--- src/rtl/fetch_queue_mw.sv ---
// Multi-lane first-word-fall-through fetch queue. It takes up to LANES entries
// per cycle and presents up to LANES of the oldest entries to decode.
module fetch_queue_mw #(
   parameter int unsigned WIDTH        = 64,
   parameter int unsigned DEPTH        = 8,
   parameter int unsigned LANES        = 2,
   parameter int unsigned AFULL_THRESH = 6
) (
   input  logic                        clk,
   input  logic                        rst,
   input  logic                        flush,
   input  logic [LANES-1:0]            enq_valid,
   input  logic [LANES*WIDTH-1:0]      enq_data,
   output logic                        enq_ready,
   output logic [LANES-1:0]            deq_valid,
   output logic [LANES*WIDTH-1:0]      deq_data,
   input  logic [LANES-1:0]            deq_ready,
   output logic [$clog2(DEPTH+1)-1:0]  count,
   output logic                        empty,
   output logic                        full,
   output logic                        almost_full
);

   localparam int unsigned PW = $clog2(DEPTH);
   localparam int unsigned CW = $clog2(DEPTH+1);

   logic [WIDTH-1:0] r_mem [DEPTH];
   logic [PW-1:0]    r_head;
   logic [PW-1:0]    r_tail;
   logic [CW-1:0]    r_count;

   logic [LANES-1:0] w_enq_acc;
   logic [CW-1:0]    w_n_enq;
   logic [CW-1:0]    w_n_deq;
   logic             w_run_e;
   logic             w_run_d;
   logic             w_enq_contig;

   // Status is decoded from the registered count only, so a same-cycle pop
   // never feeds back into enq_ready.
   assign enq_ready   = (CW'(DEPTH) - r_count) >= CW'(LANES);
   assign count       = r_count;
   assign empty       = (r_count == '0);
   assign full        = (r_count == CW'(DEPTH));
   assign almost_full = (r_count >= CW'(AFULL_THRESH));

   for (genvar g = 0; g < LANES; g++) begin : g_lane
      assign deq_valid[g] = r_count > CW'(g);
      assign deq_data[g*WIDTH +: WIDTH] =
         deq_valid[g] ? r_mem[r_head + PW'(g)] : '0;
   end

   // Lanes count only while every lower lane also fires.
   always_comb begin
      w_enq_acc = '0;
      w_n_enq   = '0;
      w_n_deq   = '0;
      w_run_e   = enq_ready;
      w_run_d   = 1'b1;
      for (int i = 0; i < LANES; i++) begin
         w_run_e      = w_run_e & enq_valid[i];
         w_enq_acc[i] = w_run_e;
         w_n_enq      = w_n_enq + CW'(w_run_e);
         w_run_d      = w_run_d & deq_valid[i] & deq_ready[i];
         w_n_deq      = w_n_deq + CW'(w_run_d);
      end
   end

   always_ff @(posedge clk or negedge rst) begin
      if (!rst) begin
         r_head  <= '0;
         r_tail  <= '0;
         r_count <= '0;
      end else if (flush) begin
         r_head  <= '0;
         r_tail  <= '0;
         r_count <= '0;
      end else begin
         r_head  <= r_head + PW'(w_n_deq);
         r_tail  <= r_tail + PW'(w_n_enq);
         r_count <= r_count + w_n_enq - w_n_deq;
      end
   end

   // Storage is intentionally left out of reset.
   always_ff @(posedge clk) begin
      if (!flush) begin
         for (int i = 0; i < LANES; i++) begin
            if (w_enq_acc[i]) begin
               r_mem[r_tail + PW'(i)] <= enq_data[i*WIDTH +: WIDTH];
            end
         end
      end
   end

   // Valid lanes must form a contiguous run starting at lane 0.
   assign w_enq_contig = (enq_valid & (enq_valid + LANES'(1))) == '0;

   a_enq_contig: assert property (@(posedge clk) disable iff (!rst) w_enq_contig);

endmodule

--- config.mk ---
export PLATFORM = sky130hd
export DESIGN_NAME = fetch_queue_mw
export DESIGN_NICKNAME = d
export VERILOG_FILES = /design/src/rtl/fetch_queue_mw.sv
export SDC_FILE = /design/constraint.sdc
export NUM_CORES = 1
export LEC_CHECK = 0
export CORE_ASPECT_RATIO = 0.75
export CORE_MARGIN = 2
export CORE_UTILIZATION = 35
export DETAILED_ROUTE_END_ITERATION = 10
export GPL_ROUTABILITY_DRIVEN = 0
export SYNTH_ARGS = -nofsm -noshare
export SYNTH_HDL_FRONTEND = slang
export SYNTH_SLANG_ARGS = --single-unit
--- constraint.sdc ---
create_clock -name clk -period 7.1 [get_ports clk]
set_clock_uncertainty 0.05 [all_clocks]
set_input_delay 2.13 -clock clk [delete_from_list [all_inputs] [get_ports clk]]
set_output_delay 2.13 -clock clk [all_outputs]
set_load 0.05 [all_outputs]
# After elaboration in Yosys (flattened, before gate mapping)
# Memory sizes are Yosys's and may differ from the RTL's.
# Cells that the tools add are included.
# totals
mem_count,1
reg_bits,10
input_bits,135
wordCells,35
ram_bits,512
output_inout_bits,138
# op_classes
n_lt_le_gt_ge,4
bitwise_logic,5
n_addsub,9
muxes,11
reduce_logical,1
eq_ne,1
# memory_table
memory,words,word_bits,rd,rd_ports_with_merged_regs,wr,line,rtl
r_mem,8,64,2,0,2,27,logic [WIDTH-1:0] r_mem [DEPTH];
# ops
cell,count
two-way mux 64 bit,2
"> comparator 4 x 1 -> 1 bit, second input constant",2
"adder 3 x 1 -> 3 bit, second input constant",2
adder 3 x 2 -> 3 bit,2
two-way mux 1 bit,6
two-way mux 3 bit,2
AND 1 bit,5
adder 1 x 1 -> 2 bit,2
adder 4 x 2 -> 4 bit,1
"== test 4 bit, second input constant",1
">= comparator 4 x 2 -> 1 bit, second input constant",1
">= comparator 4 x 3 -> 1 bit, second input constant",1
logical NOT 4 bit,1
two-way mux 4 bit,1
subtractor 4 x 2 -> 4 bit,1
"subtractor 4 bit, first input constant",1

# Depth between registers and ports, before layout
# Gate-level depths: netlist (run 1).
# logic_depth
ltp_word,8
depth_mapped,15
depth_no_buf,14

# Worst setup path before layout (run 1)
# Ideal clock, no wire load.
# synth_path
path_type,input -> register
from,in enq_valid[0]
to,mem r_mem[7][0] (enable)
t_required_ns,6.543
path_slack_ns,0.563
stages,4
path_buffers,1
t_arrival_ns,5.979
setup_time_ns,0.507
path_cell_list,clkbuf_1 nor3b_1 nand3_1 a21oi_1
# synth_lines
element,line,rtl
from (decl),12,"input logic [LANES-1:0] enq_valid,"
to (decl),27,

# Worst setup path after layout (run 1)
# layout_path
from,reg r_head[0]
to,out deq_data[113]
# layout_between
elab_chain_len,3
# layout_rtl
element,line,rtl
from (decl),28,logic [PW-1:0] r_head;
from (signal assigned),79,r_head <= r_head + PW'(w_n_deq);
adder 3 x 1 -> 3 bit,50,deq_valid[g] ? r_mem[r_head + PW'(g)] : '0;
memory (8 x 64 bit),-,
two-way mux 64 bit,50,
to (decl),16,"output logic [LANES*WIDTH-1:0] deq_data,"
# Every way passes these cells.

==> flow_summary.toml, run 1 <==
[yosys]
syn_area_mm2 = 0.0304
synth-edff-count = 512
synth-async-reset-ratio_pct = 1.92
yosys_warnings = 0
syn_area_per_cell_um2 = 16.3
yosys_most_used_dff = "edfxtp_1"
ys_seq_area_share_pct = 51.3
synth_cell_types = 33
syn_inst = 1865
ys_ff_latch = 522
yosys.area.top_type = "edfxtp_1"
synthTopCellsByArea = "edfxtp_1 51%, mux2_2 19%, mux4_2 19%, mux2i_1 2.1%, nand2_1 1.7%"
syn_nets = 2022
synth_common_cells = "512 x edfxtp_1, 512 x mux2_2, 256 x mux4_2, 136 x nand2_1, 73 x a21oi_1"
synth_top_cell_area_share_pct = 50.5

[floorplanning]
die_h_um = 259
die_w_um = 345
die_area_mm2 = 0.0894
num_rows = 93
core-area_mm2 = 0.0860
io_pins = 273
start_util_pct = 35.4

[sta]
rsz0062_at_grt = "no"
finalSetupViolCount = 0
period_needed_ns = 6.45
fin_crit_sh_pct = 90.8
hold_viol = 0
max_slew_margin_pct = 25.1
setup_tns_ns = 0
drv_slew = 0
tightest_slew_ns = 1.12
fmax_mhz = 155
timing.hold.ws_ns = 0.694

[global_route]
grt_pass1_vias = 20100
grt_antenna_before_repair = 22
grt_pass1_wl_mm = 138
track_usage_pct = 21.1
grt_max_degree = 121
overflow = 0

[clock_tree]
numCtsBuffers = 56
clkTransAtPathRegs_ns = 0.06
cts-htree-levels = 2
ctsResizeCount = 0
clk-insertion-delay-late_ns = 0.63
cts.sinks = 522
hold_buffers = 0
cts_tree = "done"
cts-root-buf = "clkbuf_16"
cts_setup_buffers = 0
clockBufferDepth = 3

[routing]
num_vias = 19000
drc = 0
drtAntennaViolNets = 0
route.met3.wl_mm = 6.47
drtPass1Iterations = 5
wl_met2_mm = 47.1
drt_iter0_markers = 1617
wl_met1_mm = 39.3
vias_per_cell = 5.77
wl_per_cell_um = 29.0
top_layer_used = "met5"
finalWirelength_mm = 95.3

[job]
maxCapViolCount = 0

[cells_and_area]
syn_to_final_growth_pct = 19.5
seq_area_mm2 = 0.0156
fillCellCount = 7666
nets = 2250
layout-drive-gt1-share_pct = 42.8
final_core_util_pct = 42.3
multiInputGateArea_mm2 = 0.0142
fin_cells = 3286

[pwr]
clockPowerShare_pct = 18.7
sw_frac_of_total_pct = 44.2
p_leak_nw = 11.2
power_frac_seq_pct = 24.8
cellPowerDensity_mw_per_mm2 = 426
total_power_mw = 15.5
power_switching_mw = 6.85
ir_drop_uv = 456
intPower_mw = 8.65
pwr-share-comb_pct = 56.5

[place]
dpl.hpwl_mm = 53.0
port_buffers = 272
dp.cells = 3175

[worst_hold_path]
hold_path_class = "flip-flop to flip-flop"

[worst_setup_path]
worstPathArrival_ns = 4.27
crit_fanout = 53
worstSetupStartpointType = "flip-flop"
cp.required_ns = 4.92
worstSetupPathType = "flip-flop to primary output"
endpoint_kind = "primary output"

[status]
status = "finished, final reports clean"
[registers in the layout, summed over array words and instances, names as in the netlist]
| register | count |
|---|---|
| count | 4 |
| r_tail | 3 |
| r_head | 3 |
| r_mem | 512 |
[layout make-up]
type | count | area share, %
tap | 1140 | 3.92
multi-input combinational | 1186 | 39.0
clock inverter | 34 | 0.802
clock buffer | 68 | 4.04
inverter | 13 | 0.138
sequential | 522 | 43.0
antenna | 9 | 0.0619
timing repair buffer | 314 | 9.01
[layer usage]
layer / global-route usage, % / up-vias
li1: - / 8024
met1: 27.6 / 10000
met2: 35.5 / 720
met3: 4.12 / 162
met4: 6.00 / 24
met5: 0 / -
[cells by family after synthesis]
group / after synthesis / synth area share (%)
multiplexers: 832 / 40.0
flip-flops: 522 / 51.3
AND/OR/NAND/NOR: 238 / 3.21
buffers and inverters: 157 / 2.64
AO/OA/AOI/OAI: 84 / 1.50
adder cells (fa/ha/maj): 22 / 1.00
XOR/XNOR: 10 / 0.312
[through the flow]
step	setup slack [ns]	instance area, µm²
floorplan	0.563	30400
global placement	1.36	34600
detailed placement	1.38	34600
CTS	0.675	36300
global route	0.471	36400
finish	0.652	36400
[path summary, 6_finish.rpt]
kind | depth (start not counted) | endpoint | startpoint | slack (ns)
max | 6 | deq_data[113] | r_head[0] | 0.65
min | 2 | r_tail[2] | r_tail[2] | 0.69
max reg2reg | 12 | count[3] | count[1] | 2.89
min reg2reg | 2 | r_tail[2] | r_tail[2] | 0.69
max in group asynchronous | 1 | r_head[2] | rst | 4.75
min in group asynchronous | 1 | r_head[0] | rst | 1.81
[power groups by stage]
stage               combinational, mW  clock, mW  sequential (mW)
floorplan                        5.92          0             3.89
global placement                 8.80          0             3.88
detailed placement               8.84          0             3.90
CTS                              8.87       2.96             3.84
global route                     9.24       3.07             3.86
finish                           8.76       2.90             3.84
[cells in the final DEF, fill, tap and decap left out, types with 7 or more instances in the layout]
cell type,synthesis,layout
a21oi_1,73,65
diode_2,0,9
nand3_1,7,7
clkinv_1,0,13
mux2_2,512,512
a21oi_4,0,16
clkdlybuf4s50_1,0,272
mux4_2,256,256
buf_4,48,23
mux2i_1,64,64
edfxtp_1,512,512
nor2_1,70,70
clkbuf_16,0,57
inv_1,13,12
ha_1,18,17
nor2b_1,8,8
clkinv_2,0,13
buf_12,0,19
dfrtp_1,10,7
clkbuf_1,52,11
nand2_1,136,136
[critical path, stage by stage, from the launching register on]
cell,delay (ns)
dfrtp_4,0.43
buf_4,0.59
buf_4,0.81
mux4_2,0.37
nand2_1,0.07
a21oi_1,0.38
clkdlybuf4s50_1,0.89
Note: power is estimated with default switching activity, not from simulation.
==> inputs of run 2 (changes only) <==
--- a/config.mk
+++ b/config.mk
@@ -9,7 +9,7 @@
 export CORE_MARGIN = 2
 export CORE_UTILIZATION = 35
 export DETAILED_ROUTE_END_ITERATION = 10
-export GPL_ROUTABILITY_DRIVEN = 0
+export GPL_ROUTABILITY_DRIVEN = 1
 export SYNTH_ARGS = -nofsm -noshare
 export SYNTH_HDL_FRONTEND = slang
 export SYNTH_SLANG_ARGS = --single-unit
==> results of run 2 <==
The final DEF is identical to that of run 1; final timing and power are the same.
